File: src/rtl/fpu_pkg.sv
// fpu_pkg
// Shared definitions for the floating-point issue path: opcode encoding,
// number of FPU strobe lines and the issue sequencer state type.
package fpu_pkg;

  localparam int FPU_NUNITS = 10;

  // Opcode value doubles as the bit index of the unit's issue strobe.
  typedef enum logic [3:0] {
    FOP_NOP   = 4'd0,
    FOP_FADD  = 4'd1,
    FOP_FSUB  = 4'd2,
    FOP_FMUL  = 4'd3,
    FOP_FDIV  = 4'd4,
    FOP_FSQRT = 4'd5,
    FOP_FABS  = 4'd6,
    FOP_FCMP  = 4'd7,
    FOP_FFTOI = 4'd8,
    FOP_FITOF = 4'd9
  } fpu_op_t;

  typedef enum logic [1:0] {
    ST_IDLE  = 2'd0,
    ST_ISSUE = 2'd1,
    ST_WAIT  = 2'd2,
    ST_WB    = 2'd3
  } fpu_issue_state_t;

  // True for the opcodes that map onto a real unit.
  function automatic logic op_is_unit(input logic [3:0] op);
    return (op != FOP_NOP) && (op <= FOP_FITOF);
  endfunction

endpackage

File: src/rtl/fpu_issue.sv
// fpu_issue
// Issue-and-writeback sequencer in front of the FPU result mux.
// Accepts one decoded FP op at a time, raises the matching one-hot issue
// strobe, holds operands, waits for the result (with a watchdog) and then
// presents the result to the FP register-file write port.
//
// Ports:
//   clk, rst                 clock, asynchronous active-high reset
//   dec_valid/dec_ready      decoded-op handshake
//   dec_op, dec_rd           opcode (0 nop, 1..9 units, 10..15 illegal), dest reg
//   dec_data_a/b             forwarded operands
//   fpu_in_valid             one-hot registered issue strobe (bit 0 unused)
//   fpu_in_a/b               operands held from issue through writeback
//   fpu_out, fpu_out_valid   result from the FPU
//   wb_valid/wb_ready        writeback handshake
//   wb_rd, wb_data           writeback register and data
//   busy                     sequencer not idle
//   err                      one-cycle pulse: illegal op, timeout or spurious result
module fpu_issue
  import fpu_pkg::*;
#(
  parameter int TIMEOUT = 255
) (
  input  logic                  clk,
  input  logic                  rst,
  input  logic                  dec_valid,
  output logic                  dec_ready,
  input  logic [3:0]            dec_op,
  input  logic [4:0]            dec_rd,
  input  logic [31:0]           dec_data_a,
  input  logic [31:0]           dec_data_b,
  output logic [FPU_NUNITS-1:0] fpu_in_valid,
  output logic [31:0]           fpu_in_a,
  output logic [31:0]           fpu_in_b,
  input  logic [31:0]           fpu_out,
  input  logic                  fpu_out_valid,
  output logic                  wb_valid,
  input  logic                  wb_ready,
  output logic [4:0]            wb_rd,
  output logic [31:0]           wb_data,
  output logic                  busy,
  output logic                  err
);

  localparam logic [FPU_NUNITS-1:0] STROBE_ONE = FPU_NUNITS'(1);
  localparam logic [7:0]            TIMEOUT_8  = 8'(TIMEOUT);

  fpu_issue_state_t state_q, state_d;
  logic [7:0]       cnt_q, cnt_d;
  logic             issue_go;
  logic             capture;
  logic             expire;
  logic             err_d;
  logic [7:0]       cnt_inc;

  assign cnt_inc   = cnt_q + 8'd1;
  assign dec_ready = (state_q == ST_IDLE);
  assign busy      = (state_q != ST_IDLE);
  assign wb_valid  = (state_q == ST_WB);

  // State register. Reset can land in any state and simply abandons the op.
  always_ff @(posedge clk or posedge rst) begin
    if (rst) begin
      state_q <= ST_IDLE;
    end else begin
      state_q <= state_d;
    end
  end

  // Next-state and control decode. The watchdog compares the count this
  // WAIT cycle would reach, so TIMEOUT is the number of WAIT cycles spent
  // before forced completion. A result arriving in the expiry cycle wins.
  always_comb begin
    state_d  = state_q;
    cnt_d    = cnt_q;
    issue_go = 1'b0;
    capture  = 1'b0;
    expire   = 1'b0;
    err_d    = 1'b0;
    case (state_q)
      ST_IDLE: begin
        if (fpu_out_valid) err_d = 1'b1;
        if (dec_valid) begin
          if (op_is_unit(dec_op)) begin
            issue_go = 1'b1;
            state_d  = ST_ISSUE;
          end else if (dec_op != FOP_NOP) begin
            err_d = 1'b1;
          end
        end
      end
      ST_ISSUE: begin
        cnt_d = 8'd0;
        if (fpu_out_valid) begin
          capture = 1'b1;
          state_d = ST_WB;
        end else begin
          state_d = ST_WAIT;
        end
      end
      ST_WAIT: begin
        cnt_d = cnt_inc;
        if (fpu_out_valid) begin
          capture = 1'b1;
          state_d = ST_WB;
        end else if (cnt_inc == TIMEOUT_8) begin
          expire  = 1'b1;
          err_d   = 1'b1;
          state_d = ST_WB;
        end
      end
      ST_WB: begin
        if (fpu_out_valid) err_d = 1'b1;
        if (wb_ready) state_d = ST_IDLE;
      end
      default: state_d = ST_IDLE;
    endcase
  end

  // Datapath registers: the issue strobe and err are single-cycle pulses,
  // operands and destination are latched on accept, and the writeback data
  // is loaded either from the FPU or forced to zero by the watchdog.
  always_ff @(posedge clk or posedge rst) begin
    if (rst) begin
      fpu_in_valid <= '0;
      fpu_in_a     <= '0;
      fpu_in_b     <= '0;
      wb_rd        <= '0;
      wb_data      <= '0;
      cnt_q        <= '0;
      err          <= 1'b0;
    end else begin
      fpu_in_valid <= issue_go ? (STROBE_ONE << dec_op) : '0;
      err          <= err_d;
      cnt_q        <= cnt_d;
      if (issue_go) begin
        fpu_in_a <= dec_data_a;
        fpu_in_b <= dec_data_b;
        wb_rd    <= dec_rd;
      end
      if (capture) begin
        wb_data <= fpu_out;
      end else if (expire) begin
        wb_data <= '0;
      end
    end
  end

endmodule

File: config.mk
export PLATFORM = sky130hd
export DESIGN_NAME = fpu_issue
export DESIGN_NICKNAME = d
export VERILOG_FILES = /design/src/rtl/fpu_pkg.sv /design/src/rtl/fpu_issue.sv
export SDC_FILE = /design/constraint.sdc
export NUM_CORES = 1
export LEC_CHECK = 0
export ABC_AREA = 1
export BUFFER_PORTS_ARGS = -buffer_cell sky130_fd_sc_hd__buf_2
export CAP_MARGIN = 30
export CORE_MARGIN = 3
export CORE_UTILIZATION = 51
export DETAILED_ROUTE_END_ITERATION = 7
export GPL_TIMING_DRIVEN = 0
export MAX_ROUTING_LAYER = met4
export PLACE_DENSITY_LB_ADDON = 0.1
export SLEW_MARGIN = 25
export SYNTH_ARGS = -nofsm -noshare
export SYNTH_HDL_FRONTEND = slang
export SYNTH_SLANG_ARGS = --single-unit
File: constraint.sdc
create_clock -name clk -period 5.89 [get_ports clk]
set_input_delay 0.589 -clock clk [delete_from_list [all_inputs] [get_ports clk]]
set_output_delay 0.589 -clock clk [all_outputs]
set_load 0.02 [all_outputs]
==> run summary <==
The boundary pin count came out at 225. The half-perimeter wire length after placement is 10.3 mm. The first global-routing pass estimated 23.3 mm of wire. The endpoint identified for the worst register-to-register timing path is wb_data[17].

The relative area change from synthesis to final layout came out at 38.7%. The power spent charging and discharging nets is 1.67 mW. The total cell area at the placement stage came out at 6370 um2. The slack of the critical path came out at ~3.6 ns. The register area share after synthesis is 60.4%. The data arrival time of the critical path came out at between 1.5 and 2 ns.

The summed negative setup slack over all endpoints is 0 ns. The flow ran to the end, and the final reports show no timing, DRC or antenna violations. The worst-case reg-to-reg path depth is 7.

The routed wire length is about 14 mm. The switching power as a share of total power is 40.6%. Once detail routing completed, the nets flagged for antenna violations numbered 0.

The die outline area is 11100 um2. The min-delay analysis places its worst path in the category in -> async. The post-layout minimum cycle time is 2.26 ns. In this run the top signal layer used is met4.

The number of antenna violations at the first check in global routing is 0. The areal power density over the cells came out at 588 nW/um2. The diode insertion count for antenna repair is 0. TritonCTS built the clock tree.

The combinational power share came out at roughly 39%. The clock reaches the later pin of the worst-skew pair after 0.51 ns. In this run the critical register-to-register path is launched from state_q[0]. The share of synthesized area spent on multiplexers came out at 0%. The register clock-pin slew on the reported worst setup and hold paths came out at 0.06 ns. The fmax is 442 MHz. The number of vias per cell is 4.98. In this run, post-CTS hold repair placed 0 buffers. The sequential cells in the finished layout cover a total of 3050 um2. The worst-case vdd ir drop came out at 0.325 mV. Once layout is done, the placed cells without fillers occupy around 7000 um2. The number of clock buffers added by TritonCTS is 17. Counting the fill cells in the layout gives 705. The max-slew violation count came to 0. In the layout the commonest cells are 268 x sky130_fd_sc_hd__nand2_1, 231 x sky130_fd_sc_hd__buf_2, 122 x sky130_fd_sc_hd__dfrtp_1. After detailed routing, the met3 layer carries 945 um of wire.

For this run, the detailed router's first-pass iteration total came to 4. The number of endpoints with negative hold slack in the final report came out at 0. The share of layout cells above drive strength 1 came out at 34.6%. The average size of a mapped cell came out at roughly 8.9 um2.

After layout, the worst path uses 38.4% of the clock period. The footprint of the multi-input gates came out at 1770 um2. The mapped netlist covers 5060 um2. The post-synthesis share of cell area spent on and, or, nand and nor gates is 31.0%. The gate count of the mapped netlist came out at ~570. The routed length on met2 came out at 7.34 mm. The number of placed instances, taps included, is 921. The count of yosys warnings during synthesis came out at 0. The total number of clock tree sinks came out at 122.

The overall routing resource usage came out at ~27%. After Yosys synthesis, XOR and XNOR cells account for 0% of the synthesized area. The largest net degree at the start of global routing is 72. In this run the core area contains 35 standard-cell rows. Dividing the detail-routed wire length by the instance count gives about 15 um. The internal power consumption is 2.45 mW.

The total of cells resized after clock tree synthesis came out at 0. By area, the combinational part of the netlist is dominated by simple AND/OR/NAND/NOR gates. The total number of vias is 4744.

The count of cell types in the netlist came out at 25. The worst setup path is launched from a register. CTS built an H-tree with a depth of 4.

The net count of the finished layout came out at 928. The last weighted congestion value of the routability-driven placer is a little over 0.8. In the final routing, the length of wire on met1 measures approximately 5.7 mm.

The leakage power figure came out at 4.02 nW. The required arrival time at the worst endpoint is approximately 5.3 ns. The synthesized netlist devotes 1.73% of its cell area to adder and majority cells. The horizontal die dimension is roughly 110 um.

The net count after synthesis came out at 685. Leaving out fill and tap cells, the most frequent cell in the layout is sky130_fd_sc_hd__nand2_1. After layout, the design draws a total of 4.12 mW. The power share of the clock group is 27.2%.

The residual DRC count came out at 0. After synthesis the netlist holds a flip-flop and latch count of 122. The die boundary height is 106 um.

The non-filler instance count after layout is ~950. The number of max-cap violations is 0. The total congestion overflow after global routing is 0. Setup repair after global routing left no endpoint under its margin. The worst setup path is of the reg -> out kind. The number of global-route vias before repair is 4735. The root buffer cell chosen for the clock tree is sky130_fd_sc_hd__clkbuf_8.

The worst reg-to-reg setup slack is 3.83 ns. In this run the standard cell core region covers 9420 um2. The fraction of power consumed by sequential logic came out at roughly a third. Once the floorplan was initialized, standard cells occupied 53.7% of the core. The critical path endpoint category is a primary output. The violation count after the first detailed-route iteration is 309. The count of buffers from port buffering is about 220. The tightest hold path in the finished design has a slack of 0.123 ns. The worst clock skew is roughly 0.0083 ns. The complex-gate fraction of the synthesized area came out at 2.15%.

The highest fanout seen on the critical path came out at 7. Setup violations remaining at the end of the flow were counted as 0. The end-of-flow core utilization is 74.5%. After clock tree synthesis, the setup repair step added 0 buffers. Counting along the longest clock path gives a buffer depth of 2.

The worst slack at placement came out at about 3.8 ns.
-- final cells by class --
| cell class | count | share of cell area (%) |
|---|---|---|
| plain buffers | 29 | 2.02 |
| clock buffers | 18 | 6.10 |
| clock inverters | 13 | 3.09 |
| inverters | 25 | 1.41 |
| multi-input cells | 392 | 25.2 |
| flip-flops and latches | 122 | 43.5 |
| well taps | 129 | 2.30 |
| repair buffers | 224 | 16.3 |
-- state kept, by name, summed over array words and instances, names as in the netlist --
signal / count
cnt_q: 8
err: 1
fpu_in_a: 32
fpu_in_b: 32
fpu_in_valid: 10
state_q: 2
wb_data: 32
wb_rd: 5
-- power by group through the flow --
| stage | Sequential, mW | Clock (mW) | Combinational [mW] |
|---|---|---|---|
| after floorplan | 1.78 | 0 | 0.627 |
| after global placement | 1.36 | 0 | 1.59 |
| after detailed placement | 1.38 | 0 | 1.63 |
| after CTS | 1.37 | 1.14 | 1.64 |
| after global routing | 1.41 | 1.18 | 1.78 |
| final | 1.38 | 1.12 | 1.62 |
-- critical path, stage by stage, from the launching register on --
cell and delay, ns:
sky130_fd_sc_hd__dfrtp_1 0.47, sky130_fd_sc_hd__inv_1 0.10, sky130_fd_sc_hd__ha_1 0.28, sky130_fd_sc_hd__inv_1 0.12, sky130_fd_sc_hd__buf_2 0.18
-- how the worst max path moves through the flow --
stage / start / end / slack, ns / depth (start not counted)
2_1_floorplan: rst / cnt_q[0] / 2.06 / 1
3_3_place_gp: rst / fpu_in_a[16] / 0.83 / 2
3_5_place_dp: dec_op[3] / fpu_in_a[24] / 3.84 / 9
4_1_cts: state_q[0] / busy / 3.62 / 4
5_1_grt: state_q[0] / busy / 3.51 / 4
6_report: state_q[0] / busy / 3.63 / 4
-- cell families after synthesis --
kind of cell	after synthesis
flip-flops	122
buffers and inverters	54
AND/OR/NAND/NOR	367
adder cells (fa/ha/maj)	7
AO/OA/AOI/OAI	17
other	1
-- synth_stat cells (all sizes together) --
master | n | area share [%]
buf | 20 | 2.1
a21oi | 4 | 0.62
o22ai | 5 | 0.62
ha | 7 | 1.7
a31oi | 1 | 0.12
o211ai | 1 | 0.15
nand2 | 268 | 20
conb | 1 | 0.074
dfrtp | 122 | 60
nand4 | 3 | 0.37
nor3 | 1 | 0.099
nand3 | 79 | 9.4
nor2 | 16 | 1.3
inv | 25 | 1.9
clkbuf | 9 | 0.67
o21a | 1 | 0.15
o21ai | 5 | 0.49
-- routing by layer --
layer | global-route usage [%] | up-vias
met5 | - | -
met4 | 9.44 | 0
met3 | 5.14 | 31
met2 | 44.8 | 213
met1 | 32.8 | 2216
li1 | - | 2284
No activity file was read; power rests on OpenSTA's default activity.
